### config.mk
export PLATFORM = sky130hd
export DESIGN_NAME = memory_load_store_unit
export DESIGN_NICKNAME = d
export VERILOG_FILES = /design/src/rtl/memory_load_store_unit_pkg.sv /design/src/rtl/memory_column_decoder.sv /design/src/rtl/memory_load_store_unit.sv
export SDC_FILE = /design/constraint.sdc
export NUM_CORES = 1
export LEC_CHECK = 0
export BUFFER_PORTS_ARGS = -buffer_cell sky130_fd_sc_hd__buf_2
export CAP_MARGIN = 20
export CORE_ASPECT_RATIO = 0.6
export CORE_UTILIZATION = 44
export CTS_BUF_LIST = sky130_fd_sc_hd__clkbuf_16
export CTS_CLUSTER_DIAMETER = 50
export DETAILED_ROUTE_END_ITERATION = 10
export PLACE_DENSITY = 0.87
export SYNTH_ARGS = -nofsm -noshare
export SYNTH_HDL_FRONTEND = slang
export SYNTH_HIERARCHICAL = 1
export SYNTH_SLANG_ARGS = --single-unit
export TNS_END_PERCENT = 30
### constraint.sdc
create_clock -name i_clk -period 6.55 [get_ports i_clk]
set_input_delay 1.31 -clock i_clk [delete_from_list [all_inputs] [get_ports i_clk]]
set_output_delay 1.31 -clock i_clk [all_outputs]
set_load 0.01 [all_outputs]
### src/rtl/memory_load_store_unit_pkg.sv
// Shared types for the load/store unit and its byte-lane decoder.
package memory_load_store_unit_pkg;

  typedef enum logic [1:0] {
    MEM_ACCESS_BYTE = 2'd0,
    MEM_ACCESS_HALF = 2'd1,
    MEM_ACCESS_WORD = 2'd2
  } mem_access_t;

  function automatic logic is_misaligned(input mem_access_t access, input logic [1:0] addr_lo);
    case (access)
      MEM_ACCESS_HALF: is_misaligned = addr_lo[0];
      MEM_ACCESS_WORD: is_misaligned = (addr_lo != 2'b00);
      default:         is_misaligned = 1'b0;
    endcase
  endfunction

endpackage

### src/rtl/memory_column_decoder.sv
// Byte-lane enable decoder: maps access size and low address bits to column enables.
module memory_column_decoder
  import memory_load_store_unit_pkg::*;
#(
  parameter int L = 128,
  parameter int W = 32
) (
  input  logic [1:0]     i_addr_lo,
  input  mem_access_t    i_access,
  output logic [W/8-1:0] o_col_ena
);

  localparam int NB = W / 8;
  localparam int ADDR_W = $clog2(L);

  generate
    if (ADDR_W < 2) begin : g_bad_l
      $error("memory_column_decoder: L too small");
    end
  endgenerate

  always_comb begin
    o_col_ena = '0;
    case (i_access)
      MEM_ACCESS_BYTE: o_col_ena[i_addr_lo] = 1'b1;
      MEM_ACCESS_HALF: begin
        o_col_ena[{i_addr_lo[1], 1'b0}] = 1'b1;
        o_col_ena[{i_addr_lo[1], 1'b1}] = 1'b1;
      end
      MEM_ACCESS_WORD: o_col_ena = {NB{1'b1}};
      default:         o_col_ena = '0;
    endcase
  end

endmodule

### src/rtl/memory_load_store_unit.sv
// Single-outstanding load/store sequencer onto a byte-addressed data memory.
// Checks alignment/range at accept; replicates store data; extracts and extends load data.
module memory_load_store_unit
  import memory_load_store_unit_pkg::*;
#(
  parameter int L = 128,
  parameter int W = 32
) (
  input  logic                  i_clk,
  input  logic                  i_rst,
  input  logic                  i_req_valid,
  output logic                  o_req_ready,
  input  logic                  i_req_write,
  input  mem_access_t           i_req_access,
  input  logic                  i_req_unsigned,
  input  logic [31:0]           i_req_addr,
  input  logic [31:0]           i_req_wdata,
  output logic [$clog2(L)-1:0]  o_mem_addr,
  output logic                  o_mem_wr_ena,
  output logic [3:0]            o_mem_col_ena,
  output logic [31:0]           o_mem_wr_data,
  input  logic [31:0]           i_mem_rd_data,
  output logic                  o_rsp_valid,
  output logic [31:0]           o_rsp_rdata,
  output logic                  o_rsp_misaligned,
  output logic                  o_rsp_fault
);

  localparam int ADDR_W = $clog2(L);

  generate
    if (W != 32) begin : g_bad_w
      $error("memory_load_store_unit: only W=32 is supported");
    end
  endgenerate

  typedef enum logic [1:0] {S_IDLE, S_ACCESS, S_READ, S_RESP} lsu_state_t;

  lsu_state_t        r_state;
  lsu_state_t        w_next;
  logic              r_write;
  mem_access_t       r_access;
  logic              r_unsigned;
  logic [ADDR_W-1:0] r_addr;
  logic [31:0]       r_wdata;
  logic [31:0]       r_rdata;
  logic              r_misaligned;
  logic              r_fault;

  logic              w_accept;
  logic              w_misaligned;
  logic              w_fault;
  logic [3:0]        w_col_ena;
  logic [31:0]       w_wr_data;
  logic [31:0]       w_load_ext;
  logic [7:0]        w_byte;
  logic [15:0]       w_half;

  assign w_accept     = (r_state == S_IDLE) && i_req_valid;
  assign w_misaligned = is_misaligned(i_req_access, i_req_addr[1:0]);
  assign w_fault      = (i_req_addr[31:ADDR_W] != '0);

  memory_column_decoder #(.L(L), .W(W)) u_col_dec (
    .i_addr_lo (r_addr[1:0]),
    .i_access  (r_access),
    .o_col_ena (w_col_ena)
  );

  always_comb begin
    w_next = r_state;
    case (r_state)
      S_IDLE:   if (i_req_valid) w_next = (w_misaligned || w_fault) ? S_RESP : S_ACCESS;
      S_ACCESS: w_next = r_write ? S_RESP : S_READ;
      S_READ:   w_next = S_RESP;
      S_RESP:   w_next = S_IDLE;
      default:  w_next = S_IDLE;
    endcase
  end

  always_comb begin
    w_wr_data = r_wdata;
    case (r_access)
      MEM_ACCESS_BYTE: w_wr_data = {4{r_wdata[7:0]}};
      MEM_ACCESS_HALF: w_wr_data = {2{r_wdata[15:0]}};
      default:         w_wr_data = r_wdata;
    endcase
  end

  always_comb begin
    w_byte     = i_mem_rd_data[8*r_addr[1:0] +: 8];
    w_half     = r_addr[1] ? i_mem_rd_data[31:16] : i_mem_rd_data[15:0];
    w_load_ext = i_mem_rd_data;
    case (r_access)
      MEM_ACCESS_BYTE: w_load_ext = {{24{w_byte[7] & ~r_unsigned}}, w_byte};
      MEM_ACCESS_HALF: w_load_ext = {{16{w_half[15] & ~r_unsigned}}, w_half};
      default:         w_load_ext = i_mem_rd_data;
    endcase
  end

  // Response fields are cleared at accept so stores and rejected requests report zero data.
  always_ff @(posedge i_clk or posedge i_rst) begin
    if (i_rst) begin
      r_state      <= S_IDLE;
      r_write      <= 1'b0;
      r_access     <= MEM_ACCESS_BYTE;
      r_unsigned   <= 1'b0;
      r_addr       <= '0;
      r_wdata      <= '0;
      r_rdata      <= '0;
      r_misaligned <= 1'b0;
      r_fault      <= 1'b0;
    end else begin
      r_state <= w_next;
      if (w_accept) begin
        r_write      <= i_req_write;
        r_access     <= i_req_access;
        r_unsigned   <= i_req_unsigned;
        r_addr       <= i_req_addr[ADDR_W-1:0];
        r_wdata      <= i_req_wdata;
        r_rdata      <= '0;
        r_misaligned <= w_misaligned;
        r_fault      <= w_fault;
      end
      if (r_state == S_READ) r_rdata <= w_load_ext;
    end
  end

  assign o_req_ready      = (r_state == S_IDLE) && !i_rst;
  assign o_mem_addr       = r_addr;
  assign o_mem_wr_ena     = (r_state == S_ACCESS) && r_write;
  assign o_mem_col_ena    = (r_state == S_ACCESS) ? w_col_ena : 4'b0000;
  assign o_mem_wr_data    = w_wr_data;
  assign o_rsp_valid      = (r_state == S_RESP);
  assign o_rsp_rdata      = r_rdata;
  assign o_rsp_misaligned = r_misaligned;
  assign o_rsp_fault      = r_fault;

endmodule
==> summary.md <==
| Metric | Value |
|---|---|
| CTS sink count | 79 |
| Crit path cell chain | nor2_1 > mux2_2 > buf_2 |
| Global-route usage over all layers | 24.4% |
| Clk_skew | 0.00675 ns |
| Final net count | 649 |
| Tot Pwr | 2.86 mW |
| Routed length per instance | 17.3 um |
| Die ar. | 9870 um2 |
| Vias | 3604 |
| Reg2reg end | o_rsp_rdata[19] |
| Final setup violation count | 0 |
| Largest net degree at the start of global routing | 80 |
| Required time worst endpoint | 5.24 ns |
| Hold Path Sink | o_rsp_fault |
| Hold_buf cts | 0 |
| First-pass GRT wire length | 18.3 mm |
| CTS root buf | clkbuf_16 |
| Tmin final | 3.67 ns |
| Crit path kind | flip-flop to output port |
| Pwr dens | 525 nW/um2 |
| Worst-Skew Late Latency | 0.34 ns |
| Rows | 27 |
| Initial drt markers | 196 |
| Sequential share of the synthesized area | 47.4% |
| Slew margin rel. | 35.0% |
| YS warnings | 6 |
| H-tree levels | 3 |
| Mapped Nets | 482 |
| Final Hold Viols | 0 |
| HP Start | o_rsp_fault |
| Int Pwr | 1.73 mW |
| Max cap viols | 0 |
| Synthesized area | 4170 um2 |
| Layout cell share with drive strength beyond 1 | 52.0% |
| CP Launch Type | flip-flop |
| Crit-path max FO | 22 |
| Synth Flop Type | dfrtp_1 |
| Period utilization | 56.0% |
| Critical Path Max Stage Delay | 0.74 ns |
| DRC errors left | 0 |
| Cells after Synth | 372 |
| TNS Setup | 0 ns |
| Dominant cell type by area after synthesis | dfrtp_1 |
| Top delay family on crit path | flip-flops |
| Drt total wl | 11.7 mm |
| Combinational share of power | 47.7% |
| Final core utilization | 59.4% |
| Post-DRT Antenna Nets | 0 |
| # diodes | 0 |
| DRT Pass-1 Iters | 4 |
| Status | finished clean |
| Setup bufs post-CTS | 0 |
| Switching Power | 1.13 mW |
| Hold Path Class | flip-flop to flip-flop |
| Maximum clock insertion buffer count | 2 |
| Vias in the first global route | 3658 |
| Crit path arrival time | 2.36 ns |
| Core Area | 9190 um2 |
| Most common cell after layout, fill and taps aside | buf_2 |
| Synth async-reset ratio | 100% |
| Reg power frac | 33.5% |
| Post-synth EDFFs | 0 |
| RSZ-0062 raised after global routing | false |
| Synth-to-layout area growth | 31.0% |
| DP HPWL | 8.63 mm |
| Clock transition at path regs | 0.06 ns |
| TritonCTS buffer count | 9 |
| Initial Utilization | 45.3% |
| Internal reg-to-reg setup slack | 3.92 ns |
| Placer Congestion | 0.787 |
| Clk pwr share | 18.8% |
| Worst setup path startpoint | r_access[0] |
| Area contributors post-synth | dfrtp_1 47%, mux2_2 16%, a221o_1 3.8%, o21ai_0 3.7%, mux2i_1 3.1% |
| Least-Margin Pin Slew | 0.976 ns |
| Most frequent cells in the layout | 182 x buf_2, 78 x dfrtp_1, 61 x mux2_2 |
| Post-DP Area | 5100 um2 |
| Die H | 77.4 um |
| Gr ovfl total | 0 |
| F_max | 272 MHz |
| Vias/cell | 5.35 |
| Ports | 183 |
| CTS tree | built |
| Overall die width | 128 um |
| Slowest CP cell | dfrtp_1 |
| Min Hold Slack | 0.473 ns |
| Hold path cells | 2 |
| Leakage | 2.68 nW |
| Peak VDD IR | 0.333 mV |
| Buffers on Ports | 182 |
| Final Cell Area | 5460 um2 |
| Worst Path Buf+Inv | 1 |
| Share of the synthesized area in the top cell type | 47.4% |
| Setup crit end kind | output port |
| Sw Ratio | 39.4% |
| Syn_area_per_cell | 11.2 um2 |
| Reg2reg start | r_state[0] |
| Pins Over Slew Limit | 0 |
| Initial antenna violation count | 0 |
| Number of gates resized after CTS | 0 |
| Worst r2r path cells | 5 |
| Synth unique cells | 41 |
| Synth Register Bits | 79 |
cells in the mapped netlist (2+ instances only):
library cell and number:
a21o_1 3, a21oi_1 17, a221o_1 16, a31oi_1 3, a32o_1 2, and2_1 4, buf_2 4, buf_4 9
buf_6 2, clkbuf_1 16, dfrtp_1 79, ha_1 7, inv_1 10, mux2_2 61, mux2i_1 13, nand2_1 30
nand2b_1 6, nand3_1 8, nor2_1 6, nor2b_1 10, nor4_1 5, o21a_1 2, o21ai_0 31, o21ai_1 2
o221a_2 9, o22ai_1 2
worst max path at each step:
stage / endpoint / depth (start not counted) / slack (ns)
floorplan: o_mem_addr[0] / 1 / 3.22
global placement: o_mem_wr_data[9] / 3 / 3.34
detailed placement: o_mem_wr_data[14] / 3 / 3.20
CTS: o_mem_wr_data[14] / 3 / 2.83
global route: o_mem_wr_data[14] / 3 / 2.72
finish: o_mem_wr_data[14] / 3 / 2.88
power groups by stage:
stage / Sequential (mW) / Clock, mW / Combinational [mW]
after floorplan: 0.898 / 0 / 0.968
after global placement: 0.940 / 0 / 1.31
after detailed placement: 0.966 / 0 / 1.36
after CTS: 0.959 / 0.549 / 1.37
after global routing: 0.993 / 0.569 / 1.49
final: 0.959 / 0.539 / 1.36
cell families after synthesis:
group	share of synthesized area, %
compound gates	16.6
simple gates	8.83
buf+inv	5.08
fa+ha+maj	2.10
flops	47.4
mux	20.0
per-layer routing:
layer,share of wire [%],track usage [%],vias up
met1,44,31.8,1764
met3,6.2,5.59,6
met5,0,0,-
met2,49,41.1,142
met4,0.68,6.35,0
li1,-,-,1692
stage by stage:
stage                     worst slack (ns)  instances
after floorplan                       3.22        372
after global placement                3.34        656
after detailed placement              3.20        656
after CTS                             2.83        672
after global routing                  2.72        674
final                                 2.88        674
tightest hold or removal path, cell delays in order (launching register included):
cell and delay (ns):
dfrtp_1 0.33, nand2_1 0.05, o21ai_0 0.06
sequential cells by signal, summed over array words and instances, names as in the netlist:
signal / flops
r_access: 2
o_mem_addr: 7
r_unsigned: 1
o_rsp_fault: 1
o_rsp_rdata: 32
r_wdata: 32
r_state: 2
o_rsp_misaligned: 1
r_write: 1
cell type report:
cell class                      count  area [um2]
Tap cell                          130         163
Sequential cell                    79        1980
Timing Repair Buffer              188         976
Multi-Input combinational cell    251        1980
Inverter                           10        38.8
Fill cell                         806        3730
Clock inverter                      7        95.1
Clock buffer                        9         225
Power figures use the tool's default switching activity.
